### src/rtl/mips_multicycle_ctrl_if.sv
// Control bundle between the multicycle MIPS main FSM and its datapath.
// master = controller side, slave = datapath side.
interface mips_multicycle_ctrl_if;
    logic [5:0] opcode;
    logic       mem_ready;
    logic       pc_write;
    logic       pc_write_cond;
    logic       iord;
    logic       mem_read;
    logic       mem_write;
    logic       ir_write;
    logic       mem_to_reg;
    logic       link_wb;
    logic       sel_regdst;
    logic       sel_jal;
    logic       reg_write;
    logic       alu_src_a;
    logic [1:0] alu_src_b;
    logic [1:0] alu_op;
    logic [1:0] pc_src;
    logic       illegal;
    logic [3:0] state;

    modport master (
        input  opcode, mem_ready,
        output pc_write, pc_write_cond, iord, mem_read, mem_write, ir_write,
               mem_to_reg, link_wb, sel_regdst, sel_jal, reg_write,
               alu_src_a, alu_src_b, alu_op, pc_src, illegal, state
    );

    modport slave (
        output opcode, mem_ready,
        input  pc_write, pc_write_cond, iord, mem_read, mem_write, ir_write,
               mem_to_reg, link_wb, sel_regdst, sel_jal, reg_write,
               alu_src_a, alu_src_b, alu_op, pc_src, illegal, state
    );
endinterface

### src/rtl/mips_multicycle_ctrl.sv
// Moore main control FSM for the multicycle MIPS core; the only Mealy terms are
// ir_write/pc_write in FETCH, which follow mem_ready so a stalled fetch never loads.
module mips_multicycle_ctrl (
    input  logic                   clk,
    input  logic                   rst,
    mips_multicycle_ctrl_if.master bus
);
    localparam logic [5:0] OP_RTYPE = 6'b000000;
    localparam logic [5:0] OP_LW    = 6'b100011;
    localparam logic [5:0] OP_SW    = 6'b101011;
    localparam logic [5:0] OP_BEQ   = 6'b000100;
    localparam logic [5:0] OP_ADDI  = 6'b001000;
    localparam logic [5:0] OP_J     = 6'b000010;
    localparam logic [5:0] OP_JAL   = 6'b000011;

    typedef enum logic [3:0] {
        S_FETCH   = 4'd0,
        S_DECODE  = 4'd1,
        S_MEMADR  = 4'd2,
        S_MEMRD   = 4'd3,
        S_MEMWB   = 4'd4,
        S_MEMWR   = 4'd5,
        S_EXEC    = 4'd6,
        S_ALUWB   = 4'd7,
        S_BRANCH  = 4'd8,
        S_ADDIEX  = 4'd9,
        S_ADDIWB  = 4'd10,
        S_JUMP    = 4'd11,
        S_JAL     = 4'd12,
        S_ILLEGAL = 4'd13
    } state_e;

    state_e state_q, state_d;

    always_ff @(posedge clk) begin
        if (rst) state_q <= S_FETCH;
        else     state_q <= state_d;
    end

    // Next state and output decode; everything is held at zero while rst is high.
    always_comb begin
        state_d           = state_q;
        bus.pc_write      = 1'b0;
        bus.pc_write_cond = 1'b0;
        bus.iord          = 1'b0;
        bus.mem_read      = 1'b0;
        bus.mem_write     = 1'b0;
        bus.ir_write      = 1'b0;
        bus.mem_to_reg    = 1'b0;
        bus.link_wb       = 1'b0;
        bus.sel_regdst    = 1'b0;
        bus.sel_jal       = 1'b0;
        bus.reg_write     = 1'b0;
        bus.alu_src_a     = 1'b0;
        bus.alu_src_b     = 2'b00;
        bus.alu_op        = 2'b00;
        bus.pc_src        = 2'b00;
        bus.illegal       = 1'b0;
        bus.state         = 4'd0;
        if (!rst) begin
            bus.state = 4'(state_q);
            case (state_q)
                S_FETCH: begin
                    bus.mem_read  = 1'b1;
                    bus.alu_src_b = 2'b01;
                    bus.ir_write  = bus.mem_ready;
                    bus.pc_write  = bus.mem_ready;
                    if (bus.mem_ready) state_d = S_DECODE;
                end
                S_DECODE: begin
                    bus.alu_src_b = 2'b11;
                    case (bus.opcode)
                        OP_RTYPE:     state_d = S_EXEC;
                        OP_LW, OP_SW: state_d = S_MEMADR;
                        OP_BEQ:       state_d = S_BRANCH;
                        OP_ADDI:      state_d = S_ADDIEX;
                        OP_J:         state_d = S_JUMP;
                        OP_JAL:       state_d = S_JAL;
                        default:      state_d = S_ILLEGAL;
                    endcase
                end
                S_MEMADR: begin
                    bus.alu_src_a = 1'b1;
                    bus.alu_src_b = 2'b10;
                    // A changed opcode here that is neither lw nor sw is flagged, not guessed.
                    if (bus.opcode == OP_LW)      state_d = S_MEMRD;
                    else if (bus.opcode == OP_SW) state_d = S_MEMWR;
                    else                          state_d = S_ILLEGAL;
                end
                S_MEMRD: begin
                    bus.mem_read = 1'b1;
                    bus.iord     = 1'b1;
                    if (bus.mem_ready) state_d = S_MEMWB;
                end
                S_MEMWB: begin
                    bus.reg_write  = 1'b1;
                    bus.mem_to_reg = 1'b1;
                    state_d        = S_FETCH;
                end
                S_MEMWR: begin
                    bus.mem_write = 1'b1;
                    bus.iord      = 1'b1;
                    if (bus.mem_ready) state_d = S_FETCH;
                end
                S_EXEC: begin
                    bus.alu_src_a = 1'b1;
                    bus.alu_op    = 2'b10;
                    state_d       = S_ALUWB;
                end
                S_ALUWB: begin
                    bus.reg_write  = 1'b1;
                    bus.sel_regdst = 1'b1;
                    state_d        = S_FETCH;
                end
                S_BRANCH: begin
                    bus.alu_src_a     = 1'b1;
                    bus.alu_op        = 2'b01;
                    bus.pc_write_cond = 1'b1;
                    bus.pc_src        = 2'b01;
                    state_d           = S_FETCH;
                end
                S_ADDIEX: begin
                    bus.alu_src_a = 1'b1;
                    bus.alu_src_b = 2'b10;
                    state_d       = S_ADDIWB;
                end
                S_ADDIWB: begin
                    bus.reg_write = 1'b1;
                    state_d       = S_FETCH;
                end
                S_JUMP: begin
                    bus.pc_write = 1'b1;
                    bus.pc_src   = 2'b10;
                    state_d      = S_FETCH;
                end
                // PC already holds PC+4 here, so it is the correct link value.
                S_JAL: begin
                    bus.pc_write  = 1'b1;
                    bus.pc_src    = 2'b10;
                    bus.reg_write = 1'b1;
                    bus.sel_jal   = 1'b1;
                    bus.link_wb   = 1'b1;
                    state_d       = S_FETCH;
                end
                S_ILLEGAL: begin
                    bus.illegal = 1'b1;
                    state_d     = S_FETCH;
                end
                default: state_d = S_FETCH;
            endcase
        end
    end
endmodule

### src/flat_wrapper.sv
// flat-port wrapper written by rule: the top's interface ports become plain ports
module mips_multicycle_ctrl_flat 
  (clk, rst, bus_opcode, bus_mem_ready, bus_pc_write, bus_pc_write_cond, bus_iord, bus_mem_read, bus_mem_write, bus_ir_write, bus_mem_to_reg, bus_link_wb, bus_sel_regdst, bus_sel_jal, bus_reg_write, bus_alu_src_a, bus_alu_src_b, bus_alu_op, bus_pc_src, bus_illegal, bus_state);
  mips_multicycle_ctrl_if bus_i ();
  input  logic clk;
  input  logic rst;
  input wire logic [$bits(bus_i.opcode)-1:0] bus_opcode;
  input wire logic [$bits(bus_i.mem_ready)-1:0] bus_mem_ready;
  output wire logic [$bits(bus_i.pc_write)-1:0] bus_pc_write;
  output wire logic [$bits(bus_i.pc_write_cond)-1:0] bus_pc_write_cond;
  output wire logic [$bits(bus_i.iord)-1:0] bus_iord;
  output wire logic [$bits(bus_i.mem_read)-1:0] bus_mem_read;
  output wire logic [$bits(bus_i.mem_write)-1:0] bus_mem_write;
  output wire logic [$bits(bus_i.ir_write)-1:0] bus_ir_write;
  output wire logic [$bits(bus_i.mem_to_reg)-1:0] bus_mem_to_reg;
  output wire logic [$bits(bus_i.link_wb)-1:0] bus_link_wb;
  output wire logic [$bits(bus_i.sel_regdst)-1:0] bus_sel_regdst;
  output wire logic [$bits(bus_i.sel_jal)-1:0] bus_sel_jal;
  output wire logic [$bits(bus_i.reg_write)-1:0] bus_reg_write;
  output wire logic [$bits(bus_i.alu_src_a)-1:0] bus_alu_src_a;
  output wire logic [$bits(bus_i.alu_src_b)-1:0] bus_alu_src_b;
  output wire logic [$bits(bus_i.alu_op)-1:0] bus_alu_op;
  output wire logic [$bits(bus_i.pc_src)-1:0] bus_pc_src;
  output wire logic [$bits(bus_i.illegal)-1:0] bus_illegal;
  output wire logic [$bits(bus_i.state)-1:0] bus_state;
  assign bus_i.opcode = bus_opcode;
  assign bus_i.mem_ready = bus_mem_ready;
  assign bus_pc_write = bus_i.pc_write;
  assign bus_pc_write_cond = bus_i.pc_write_cond;
  assign bus_iord = bus_i.iord;
  assign bus_mem_read = bus_i.mem_read;
  assign bus_mem_write = bus_i.mem_write;
  assign bus_ir_write = bus_i.ir_write;
  assign bus_mem_to_reg = bus_i.mem_to_reg;
  assign bus_link_wb = bus_i.link_wb;
  assign bus_sel_regdst = bus_i.sel_regdst;
  assign bus_sel_jal = bus_i.sel_jal;
  assign bus_reg_write = bus_i.reg_write;
  assign bus_alu_src_a = bus_i.alu_src_a;
  assign bus_alu_src_b = bus_i.alu_src_b;
  assign bus_alu_op = bus_i.alu_op;
  assign bus_pc_src = bus_i.pc_src;
  assign bus_illegal = bus_i.illegal;
  assign bus_state = bus_i.state;
  mips_multicycle_ctrl u_core (.clk(clk), .rst(rst), .bus(bus_i));
endmodule
### config.mk
export PLATFORM = sky130hd
export DESIGN_NAME = mips_multicycle_ctrl_flat
export DESIGN_NICKNAME = d
export VERILOG_FILES = /design/src/rtl/mips_multicycle_ctrl_if.sv /design/src/rtl/mips_multicycle_ctrl.sv /design/src/flat_wrapper.sv
export SDC_FILE = /design/constraint.sdc
export NUM_CORES = 1
export LEC_CHECK = 0
export ABC_CLOCK_PERIOD_IN_PS = 3200
export CAP_MARGIN = 0
export CORE_MARGIN = 2
export CORE_UTILIZATION = 36
export CTS_CLUSTER_DIAMETER = 80
export DETAILED_ROUTE_END_ITERATION = 8
export GPL_ROUTABILITY_DRIVEN = 0
export PLACE_DENSITY = 0.83
export SETUP_SLACK_MARGIN = 0.02
export SLEW_MARGIN = 15
export SYNTH_ARGS = -nofsm -noshare
export SYNTH_HDL_FRONTEND = slang
export SYNTH_SLANG_ARGS = --single-unit
export TNS_END_PERCENT = 10
### constraint.sdc
create_clock -name clk -period 3.2 [get_ports clk]
set_input_delay 0.64 -clock clk [delete_from_list [all_inputs] [get_ports clk]]
set_output_delay 0.64 -clock clk [all_outputs]
set_load 0.1 [all_outputs]
; After elaboration in Yosys (flattened, before gate mapping)
; Index checks and enable logic that the tools add are counted.
[word_totals]
inputBits = 9
word_cells = 71
latch_bits = 0
ram_bits = 0
output_inout_bits = 23
rom_bits = 0
ff_bits = 4
memories = 0
[op_classes]
n_mux = 38
eq_ne = 22
shift = 0
mul = 0
n_div = 0
bitwise = 0
n_reduce_logical = 10
n_lt_le_gt_ge = 0
n_addsub = 0
[ops]
columns = cell, count
row1 = $pmux 4 s7, 1
row2 = $eq 4x4->1 const B, 6
row3 = $mux 4, 6
row4 = $pmux 4 s6, 1
row5 = $mux 1, 23
row6 = $eq 4x3->1 const B, 4
row7 = $eq 6x2->1 const B, 2
row8 = $eq 6x6->1 const B, 2
row9 = $reduce_or 2->1, 5
row10 = $eq 4x2->1 const B, 2
row11 = $pmux 2 s2, 2
row12 = $reduce_or 4->1, 2
row13 = $eq 6x3->1 const B, 1
row14 = $eq 6x4->1 const B, 1
row15 = $logic_not 6->1, 1
row16 = $mux 2, 3
row17 = $ne 2x2->1 const B, 3
row18 = $pmux 2 s3, 1
row19 = $eq 4x1->1 const B, 1
row20 = $logic_not 4->1, 1
row21 = $reduce_and 3->1, 1
row22 = $pmux 1 s2, 1

; Depth between registers and ports, before layout
[logic_depth]
depth_word = 4
depth_mapped = 5
ltp_nobuf = 4

; Least setup slack after synthesis
; Ideal clock, no wire load.
[synth_timing]
path_type = input-to-output
from = in rst
to = out bus_pc_src[0]
path_stages = 5
t_required_ns = 2.560
arrival_time_ns = 4.224
n_path_buf = 2
slack_ns = -1.664
cell_sequence = clkbuf_1 nor2_1 nand2_1 nor2_1 buf_4
[synth_via]
elab_chain_cells = 1
[synth_rtl]
columns = item, line_no
row1 = "start, declared", flat_wrapper.sv:6  ; input logic rst;
row2 = $mux 2, mips_multicycle_ctrl.sv:60  ; if (!rst) begin
row3 = "end, declared", flat_wrapper.sv:23  ; output wire logic [$bits(bus_i.pc_src)-1:0] bus_pc_src;
; Every way passes these cells.

; Worst setup path after layout
[layout_timing]
from = in rst
to = out bus_mem_to_reg
[layout_via]
elab_chain_cells = 1
[layout_rtl]
columns = item, line_no
row1 = $mux 1, mips_multicycle_ctrl.sv:60
row2 = "end, declared", flat_wrapper.sv:15  ; output wire logic [$bits(bus_i.mem_to_reg)-1:0] bus_mem_to_reg;
; Every way passes these cells.

==> results.toml <==
[setup_path]
cp_max_fo = 11
r2r_slack_ns = 1.62
r2r_end = "u_core.state_q[3]"
critPathLaunchType = "input pin"
worst_ep_arrival_time_ns = 2.11
regToRegStartpoint = "u_core.state_q[1]"
crit_path_end = "bus_mem_to_reg"
critPathRequiredTime_ns = 2.56
crit_start = "rst"
r2r_cells = 4
cp-end-kind = "output port"
critical_path_class = "input pin to output port"

[worst_hold_path]
hp-start = "u_core.state_q[3]"
hp-class = "flop to flop"

[floorplan]
io-pin-count = 32
start_util = 0.379
die_height_um = 43.6
dieArea_sq_um = 1900
die_x_um = 43.6
core_sq_um = 1490
fp-row-count = 14

[global_routing]
antenna_found_initial = 0
grt_pass1_wl_um = 3280
gr-total-overflow = 0
grt_use_total = 0.224
grt_pass1_vias = 725
grt_max_degree = 16

[timing]
hold_violations = 0
setup_viol = 0
setup_tns_ns = 0
drv_slew = 0
rsz0062_at_grt = "false"
max_freq_ghz = 0.364
final.min_clock_period_ns = 2.75
slew-limit-headroom = 0.662
worstMarginPinSlew_ns = 0.507
post-route-period-util = 0.859
fin_skew_ns = 0.00629

[synthesis]
synth_fp_nets = 99
synth_top_area_frac = 0.142
yosysTopAreaCell = "dfxtp_1"
synth_edf_count = 0
ys_warn_count = 0
postSynthCellCount = 90
netlist_top_cells_area = "dfxtp_1 14%, nor2_1 11%, a21oi_1 8.9%"
synth.avg_cell_area_sq_um = 6.27
synth_seq_cells = 4
yosysMostFrequentCell = "nor2_1"
synth-main-ff-cell = "dfxtp_1"
ys_types = 30
synthTopCellsByCount = "17 x nor2_1, 10 x a21oi_1, 6 x nand2_1"
ys_seq_area_frac = 0.142
syn_area_sq_um = 564
async_reset_ff_frac = 0

[place]
port_buffers = 31
placed_cells = 132
hpwl_um = 1600

[clock_network]
clk_root_buffer_cell = "clkbuf_4"
clk_latency_ns = 0.23
cts_tree = "built"
cts_buffer_depth = 2
clk_pin_slew_ns = 0.04
cts.sinks = 4
numCtsBuffers = 3
cts_hold_buf = 0
postCtsSetupBuffers = 0
ctsResizeCount = 0
h-tree-depth = 1

[final_layout]
drive_gt1_frac = 0.336
stdcell_count = 135
regArea_sq_um = 80.1
reg_top3 = "u_core.state_q x4"
fin_util = 0.782
nNetsFinal = 130
largest_register = "u_core.state_q"
multiInputGateArea_sq_um = 474
area_delta_synth_final_pct = 106
n_fill_cell = 100
antennaDiodeCount = 0
largest_reg_flops = 4

[power]
pwr-share-comb = 0.683
swShare = 0.524
cellInternalPower_uw = 195
clkPwrFrac = 0.149
switching_power_uw = 216
p_per_area_nw_per_um2 = 353
vdd.ir_drop.worst_v = 0.000427
seq_power_share = 0.169
power.leakage_nw = 0.420

[routing]
vias = 807
viasPerCell = 5.98
drt-total-wl_um = 1980
drc_errors = 0
drtAntennaViolNets = 0
wl_per_cell_um = 14.7
first_pass_iters = 4
initialDrtViolationCount = 27

[run_status]
status = "complete, no violations"

[flow_run]
drv_cap = 0
critical path: stages:
cell	delay, ns
clkdlybuf4s50_1	0.41
buf_4	0.19
nor2_1	0.23
nand2_1	0.17
nor3_2	0.25
buf_12	0.22
power by group through the flow:
stage / combinational [mW] / sequential [mW] / clock [mW]
2_1_floorplan: 0.185 / 0.0601 / 0
3_3_place_gp: 0.275 / 0.0688 / 0
3_5_place_dp: 0.280 / 0.0692 / 0
5_1_grt: 0.293 / 0.0703 / 0.0688
6_report: 0.281 / 0.0693 / 0.0611
4_1_cts: 0.281 / 0.0685 / 0.0642
layout by cell type (no fill, tap or decap), types with 4 or more instances in the layout:
| master | instances |
|---|---|
| nand2b_1 | 5 |
| nor4_1 | 5 |
| nand2_1 | 6 |
| a21oi_1 | 10 |
| buf_12 | 23 |
| clkdlybuf4s50_1 | 8 |
| nor2_1 | 13 |
| nor2b_1 | 4 |
| dfxtp_1 | 4 |
how the worst min path moves through the flow:
stage | to | slack (ns) | cells after the start
after CTS | u_core.state_q[1] | 0.66 | 2
after detailed placement | u_core.state_q[1] | 0.65 | 2
after global placement | u_core.state_q[1] | 0.65 | 2
after floorplan | u_core.state_q[1] | 0.56 | 2
after global routing | u_core.state_q[1] | 0.72 | 2
final | u_core.state_q[1] | 0.65 | 2
stage by stage:
| stage | hold WS, ns | total power [mW] | area (sq um) | setup WS [ns] |
|---|---|---|---|---|
| final | 0.651 | 0.411 | 1160 | 0.451 |
| after global routing | 0.720 | 0.432 | 1160 | 0.296 |
| after CTS | 0.655 | 0.413 | 1160 | 0.471 |
| after detailed placement | 0.651 | 0.349 | 1140 | 0.479 |
| after global placement | 0.647 | 0.344 | 1140 | 0.521 |
| after floorplan | 0.555 | 0.245 | 599 | -0.414 |
cells by family after synthesis:
logic type | after synthesis | share of synthesized area
simple gates | 53 | 0.494
compound gates | 22 | 0.264
buf+inv | 10 | 0.0798
flops | 4 | 0.142
mux | 1 | 0.0200
cell type report:
type                            instances  area share
Sequential cell                         4      0.0688
Tap cell                               16      0.0172
Inverter                                3     0.00968
Multi-Input combinational cell         76       0.408
Clock buffer                            3      0.0194
Timing Repair Buffer                   33       0.477
layer usage:
metal / global-route usage / routed length (um) / up-vias
li1: - / - / 394
met3: 0.0792 / 205 / 6
met5: 0 / 0 / -
met2: 0.400 / 980 / 56
met4: 0.0545 / 47 / 0
met1: 0.250 / 746 / 351
(Power assumes the default switching activity.)
==> RTL change, RTL diff (same settings) <==
Make the reset (`rst`) asynchronous in one clocked block.
--- a/src/rtl/mips_multicycle_ctrl.sv
+++ b/src/rtl/mips_multicycle_ctrl.sv
@@ -33,5 +33,5 @@
     state_e state_q, state_d;
 
-    always_ff @(posedge clk) begin
+    always_ff @(posedge clk or posedge rst) begin
         if (rst) state_q <= S_FETCH;
         else     state_q <= state_d;
Formal check against the unedited RTL: no difference found for any inputs over 10 cycles, from zero or initial values and one cycle with rst high; that may be too few to reach the edited logic, so the function may still have changed.
==> RTL change against the original RTL <==
Count of clock-buffer cells in the layout unchanged. Clock skew down 0.0018 ns. Highest routed layer unchanged. Via count up 2.6%. Routed wire length down 3.5%. Worst setup slack worse by 0.14 ns. Global-route usage down 4.6 points. Worst hold slack better by 0.014 ns. Critical path depth down 1. Die area up 15%. Sequential cell count unchanged. Cell area up 5.7%. Synthesized area up 17%.
Power is not compared: it rests on default switching activity, and its combinational part moved more than twofold at a synthesized area within 25%.
==> RTL change: results (changes against the original RTL) <==
- Min Tclk post-route: 2.89 ns (was 2.75 ns)
- Vias: 828 (was 807)
- First-pass GRT wire length: 2870 um (was 3280 um)
- Compound-Gate Fraction of Synth Area: 29.3% (was 26.4%)
- Synth area leaders: dfrtp_1, nor2_1, nor3_1, o21ai_0, nand2b_1 (was dfxtp_1, nor2_1, a21oi_1, nand2b_1, nor4_1)
- CP max stage delay: 0.49 ns (was 0.41 ns)
- Total iterations of the first detailed-routing run: 5 (was 4)
- Critical path endpoint: bus_pc_src[0] (was bus_mem_to_reg)
- Vias/cell: 5.52 (was 5.98)
- FF-to-FF setup slack: 1.40 ns (was 1.62 ns)
- Cell count after synthesis: 100 (was 90)
- Nets: 136 (was 130)
- Min-delay worst type: input pin to asynchronous set/reset pin (was flop to flop)
- Cell total after placement: 147 (was 132)
- Ranking of synthesized cells by instance count: nor2_1, nor3_1, nand2_1 (was nor2_1, a21oi_1, nand2_1)
- Post-synthesis mux area share: 0% (was 2.00%)
- Post-synthesis sequential area ratio: 15.2% (was 14.2%)
- Mapped Nets: 109 (was 99)
- CP max stage cell: nor4_2 (was clkdlybuf4s50_1)
- Gr usage total: 17.7% (was 22.4%)
- Rel. slew slack: 53.9% (was 66.2%)
- Clock skew: 0.00446 ns (was 0.00629 ns)
- Total routed wirelength: 1910 um (was 1980 um)
- Status: completed (unchanged)
- Vias in the first global route: 679 (was 725)
- Post-synth ARST share: 100% (was 0%)
- DP Worst Slack: 0.313 ns (was 0.479 ns)
- Largest net degree at the start of global routing: 21 (was 16)
- R2r endpoint: u_core.state_q[3] (unchanged)
- Min Hold Slack: 0.665 ns (was 0.651 ns)
- Number of distinct library cells after synthesis: 35 (was 30)
- Hpwl dp: 1480 um (was 1600 um)
- WP data arrival: 2.25 ns (was 2.11 ns)
==> RTL change: area by class of cell <==
| cell class | count | area [um^2] |
|---|---|---|
| fill | 127 | 497 |
| tap | 25 | 31.3 |
| inverter | 5 | 18.8 |
| timing repair buffer | 32 | 548 |
| sequential | 4 | 100 |
| clock buffer | 3 | 22.5 |
| multi-input combinational | 81 | 509 |
==> RTL change: worst min path at each step <==
stage,cells after the start,from,endpoint
after floorplan,1,rst,u_core.state_q[0]
after CTS,2,rst,u_core.state_q[0]
after detailed placement,2,u_core.state_q[3],u_core.state_q[3]
after global routing,2,rst,u_core.state_q[2]
after global placement,2,u_core.state_q[3],u_core.state_q[3]
final,2,rst,u_core.state_q[0]
==> RTL change: per-layer routing <==
metal,GRT usage (%),part of all wire [%],vias to the layer above
met3,1.15,4.9,2
met4,5.00,0.73,0
met2,31.4,52,32
met1,23.4,43,385
li1,-,-,409
met5,0,0,-
